File: config.mk
export PLATFORM = sky130hd
export DESIGN_NAME = alu_addr_seq
export DESIGN_NICKNAME = d
export VERILOG_FILES = /design/src/rtl/alu_addr_seq.sv
export SDC_FILE = /design/constraint.sdc
export NUM_CORES = 1
export LEC_CHECK = 0
export ABC_CLOCK_PERIOD_IN_PS = 2800
export CAP_MARGIN = 20
export CORE_ASPECT_RATIO = 1.5
export CORE_MARGIN = 2
export CORE_UTILIZATION = 55
export CTS_BUF_LIST = sky130_fd_sc_hd__clkbuf_2
export DETAILED_ROUTE_END_ITERATION = 8
export DONT_BUFFER_PORTS = 1
export PLACE_DENSITY = 0.76
export SLEW_MARGIN = 20
export SYNTH_ARGS = -nofsm -noshare
export SYNTH_HDL_FRONTEND = slang
export SYNTH_SLANG_ARGS = --single-unit
File: constraint.sdc
create_clock -name clk -period 2.8 [get_ports clk]
set_input_delay 0.56 -clock clk [delete_from_list [all_inputs] [get_ports clk]]
set_output_delay 0.56 -clock clk [all_outputs]
set_load 0.01 [all_outputs]
File: src/rtl/alu_addr_seq.sv
// Multi-cycle 16-bit effective-address sequencer (base + offset) on the shared 8-bit ALU.
// Optional ALU_SEQ_FORCE_HI_EN: always run the high-byte cycle (fixed 3-cycle timing).
`ifndef ALU_ADD
`define ALU_ADD 3'b000
`endif

module alu_addr_seq #(
  parameter logic [2:0] ADD_OP = `ALU_ADD
) (
  input  logic        clk,
  input  logic        rst_n,
  input  logic        req_valid,
  output logic        req_ready,
  input  logic [15:0] req_base,
  input  logic [7:0]  req_off,
  input  logic        req_signed,
  output logic        resp_valid,
  input  logic        resp_ready,
  output logic [15:0] resp_addr,
  output logic        resp_cross,
  output logic        alu_req,
  input  logic        alu_gnt,
  output logic [7:0]  alu_ai,
  output logic [7:0]  alu_bi,
  output logic        alu_ci,
  output logic [2:0]  alu_op,
  input  logic [7:0]  alu_out,
  input  logic        alu_c
);

`ifdef ALU_SEQ_FORCE_HI_EN
  localparam bit FORCE_HI = 1'b1;
`else
  localparam bit FORCE_HI = 1'b0;
`endif

  typedef enum logic [1:0] {S_IDLE, S_LO, S_HI, S_DONE} state_t;

  state_t      r_state, w_next;
  logic [15:0] r_base;
  logic [7:0]  r_off;
  logic        r_signed;
  logic [7:0]  r_lo;
  logic        r_c;
  logic [15:0] r_addr;
  logic        r_cross;

  logic w_neg, w_fix_lo, w_fix, w_inc, w_dec, w_to_hi;

  // A negative displacement's carry is inverted: no carry means borrow from the high byte.
  assign w_neg    = r_signed & r_off[7];
  assign w_fix_lo = w_neg ? ~alu_c : alu_c;
  assign w_fix    = w_neg ? ~r_c : r_c;
  assign w_inc    = w_fix & ~w_neg;
  assign w_dec    = w_fix & w_neg;
  assign w_to_hi  = w_fix_lo | FORCE_HI;

  assign alu_op     = ADD_OP;
  assign resp_addr  = r_addr;
  assign resp_cross = r_cross;

  always_ff @(posedge clk or negedge rst_n) begin
    if (!rst_n) r_state <= S_IDLE;
    else        r_state <= w_next;
  end

  always_comb begin
    w_next     = r_state;
    req_ready  = 1'b0;
    resp_valid = 1'b0;
    alu_req    = 1'b0;
    alu_ai     = 8'h00;
    alu_bi     = 8'h00;
    alu_ci     = 1'b0;
    case (r_state)
      S_IDLE: begin
        req_ready = 1'b1;
        if (req_valid) w_next = S_LO;
      end
      S_LO: begin
        alu_req = 1'b1;
        alu_ai  = r_base[7:0];
        alu_bi  = r_off;
        if (alu_gnt) w_next = w_to_hi ? S_HI : S_DONE;
      end
      S_HI: begin
        alu_req = 1'b1;
        alu_ai  = r_base[15:8];
        alu_bi  = w_dec ? 8'hFF : 8'h00;
        alu_ci  = w_inc;
        if (alu_gnt) w_next = S_DONE;
      end
      S_DONE: begin
        resp_valid = 1'b1;
        if (resp_ready) w_next = S_IDLE;
      end
      default: w_next = S_IDLE;
    endcase
  end

  always_ff @(posedge clk or negedge rst_n) begin
    if (!rst_n) begin
      r_base   <= 16'h0000;
      r_off    <= 8'h00;
      r_signed <= 1'b0;
      r_lo     <= 8'h00;
      r_c      <= 1'b0;
      r_addr   <= 16'h0000;
      r_cross  <= 1'b0;
    end else begin
      case (r_state)
        S_IDLE: if (req_valid) begin
          r_base   <= req_base;
          r_off    <= req_off;
          r_signed <= req_signed;
        end
        S_LO: if (alu_gnt) begin
          r_lo <= alu_out;
          r_c  <= alu_c;
          if (!w_to_hi) begin
            r_addr  <= {r_base[15:8], alu_out};
            r_cross <= 1'b0;
          end
        end
        S_HI: if (alu_gnt) begin
          // High-byte carry out is dropped: the address wraps within 16 bits.
          r_addr  <= {alu_out, r_lo};
          r_cross <= w_fix;
        end
        default: ;
      endcase
    end
  end

endmodule

==> metrics.csv <==
metric,value,unit
CTS sink count,53,
"Data required, critical path",2240,ps
skew final,18.27,ps
Synth Warn #,0,
vias,1562,
Worst Setup SP,r_state[0],
pre-CTS setup slack,533.2,ps
CP top delay family,flip-flops,
Post-synth ARST share,100.0,%
Final Max Slew Viols,0,
first-pass GRT wire length,7900,um
WP depth,5,
Critical Path AT,2020,ps
main flop type after synthesis,dfrtp_1,
# rows,31,
Post-Syn Area,2676,sq um
Final Cycle Share,92.12,%
CP endpoint,alu_bi[5],
CTS tree,yes,
"count leader, synth",mux2_2,
Pwr per Cell Area,1233,nW/um^2
initial drt markers,79,
Syn Area/Cell,13.65,sq um
DR pass1 iterations,4,
initial antenna violation count,0,
Placer Congestion,0.7491,
Synth area leaders,"dfrtp_1 (50%), mux2_2 (24%), mux2_4 (5.6%)",
Synth area leader,dfrtp_1,
"reg-to-reg slack, setup",500,ps
postcts setup bufs,0,
crit-path max FO,11,
Residual DRC,0,
Worst path slowest cell,dfrtp_1,
vias in the first global route,1606,
CTS max path bufs,2,
diode count,0,
die height,89.44,um
clk root buf,clkbuf_2,
DP HPWL,3886,um
type of the worst min-delay path,primary input to flip-flop,
setup TNS,0,ps
Fillers,417,
CP cell instances,"inv_1, ha_1, buf_4, nand2_1, a21boi_0",
reg2reg path depth,7,
number of synthesized register bits,53,
CP bufs+invs,2,
startpoint types,flip-flop,
"EDFF count, synth",0,
layout cells sized above 1,43.50,%
status,finished clean,
clk slew on worst S/H paths,280,ps
Avg WL per Cell,19.61,um
Reg-to-Reg Start,r_state[1],
Layout area overhead,4.675,%
TritonCTS Buffers,5,
Vias/cell,5.872,
RSZ-0062 raised after global routing,false,
peak supply drop,929.1,uV
Setup CP Type,flip-flop to primary output,
Initial Utilization,56.10,%
Final Hold Viols,0,
GRT Total Usage,19.54,%
Max stage delay on crit path,480,ps
Max-Cap Viols,0,
post-synth top area share,49.56,%
largest net degree at the start of global routing,54,
Hold Crit Start,alu_out[4],
CP Capture Type,primary output,
Port-buffer cells,0,
commonest cells in the netlist,"mux2_2 (58), dfrtp_1 (53), nand2_1 (11), mux2_4 (10), nor2b_1 (9)",
Yosys cell types,29,
worst setup margin,220.6,ps
Post-Syn Instances,196,
worst skew pair latency,440,ps
endpoints failing setup,0,
sequential fraction of the synthesis area,49.56,%
post-route ant nets,0,
fin nets,245,
die area,5452,sq um
Fmax achieved,387.7,MHz
Congestion Overflow GR,0,
minimum clock period,2579,ps
IO Count,79,
Total Routed Length,5215,um
H-Tree Depth,2,
Reg-to-Reg End,resp_addr[0],
P_leak,1.201,nW
Die W,60.96,um
core region area,4771,sq um
[metrics by stage]
| step | hold slack (ps) | total power, mW | area, sq um | cells | util [%] |
|---|---|---|---|---|---|
| after floorplan | 264.4 | 2.852 | 2684 | 198 | - |
| after global placement | 266.3 | 3.033 | 2709 | 256 | 56.78 |
| after detailed placement | 266.0 | 3.146 | 2709 | 256 | 56.78 |
| after CTS | 204.8 | 3.479 | 2796 | 266 | 58.62 |
| after global routing | 168.7 | 3.682 | 2801 | 266 | 58.72 |
| final | 234.8 | 3.455 | 2801 | 266 | 58.72 |
[worst min-delay path by stage]
stage	depth (start not counted)	slack, ps	endpoint
global placement	0	270	resp_addr[8]
CTS	1	200	r_lo[4]
global route	1	170	r_lo[4]
floorplan	0	260	r_base[0]
finish	1	230	r_lo[4]
detailed placement	0	270	resp_addr[8]
[area by class of cell]
| class | count | area [sq um] | area share [%] |
|---|---|---|---|
| Sequential cell | 53 | 1326 | 47.34 |
| Multi-Input combinational cell | 129 | 1260 | 44.98 |
| Clock buffer | 5 | 25.02 | 0.8933 |
| Tap cell | 66 | 82.58 | 2.948 |
| Timing Repair Buffer | 6 | 67.56 | 2.412 |
| Inverter | 4 | 15.01 | 0.5360 |
| Clock inverter | 3 | 25.02 | 0.8933 |
[cell families (layout without fill, tap and decap cells)]
logic type,count (synthesis),after routing,synth area share [%]
adders and majority gates,7,7,3.272
muxes,68,68,30.01
buffers and inverters,16,18,3.833
AOI/OAI and AO/OA,21,21,6.733
other,1,3,0.1401
DFF,53,53,49.56
and+or+nand+nor,30,30,6.452
[flip-flops by register name (all words and copies together), names as in the netlist]
signal      flops
r_base         16
r_c             1
r_lo            8
r_off           8
r_signed        1
r_state         2
resp_addr      16
resp_cross      1
[report_power, final]
part           leakage, nW  internal (mW)  switching [mW]
Combinational        0.543          0.912           0.719
Clock               0.0296         0.0667           0.252
Sequential           0.629           1.16           0.346
Total                 1.20           2.14            1.32
[cell usage in the layout (no fill, tap or decap), types with 3 or more instances in the layout]
| master | instances |
|---|---|
| conb_1 | 3 |
| nand2_1 | 11 |
| clkbuf_2 | 5 |
| inv_1 | 4 |
| a22oi_1 | 8 |
| a21boi_0 | 8 |
| ha_1 | 5 |
| mux2_2 | 58 |
| nor2b_1 | 9 |
| dfrtp_1 | 53 |
| buf_4 | 4 |
| mux2_4 | 10 |
[metal layers]
layer | vias to the layer above | part of all wire [%] | GRT usage [%]
li1 | 693 | - | -
met1 | 805 | 38 | 21.96
met2 | 60 | 53 | 34.02
met3 | 4 | 7.7 | 7.670
met4 | 0 | 0.77 | 5.138
met5 | - | 0 | 0
[what timing repair did]
| action | in CTS | in global routing |
|---|---|---|
| gates resized for setup | 0 | 2 |
| endpoints found under the setup margin | 0 | 11 |
| hold buffers | 2 | 0 |
| endpoints found under the hold margin | 53 | 0 |
No activity file was read; power rests on OpenSTA's default activity.
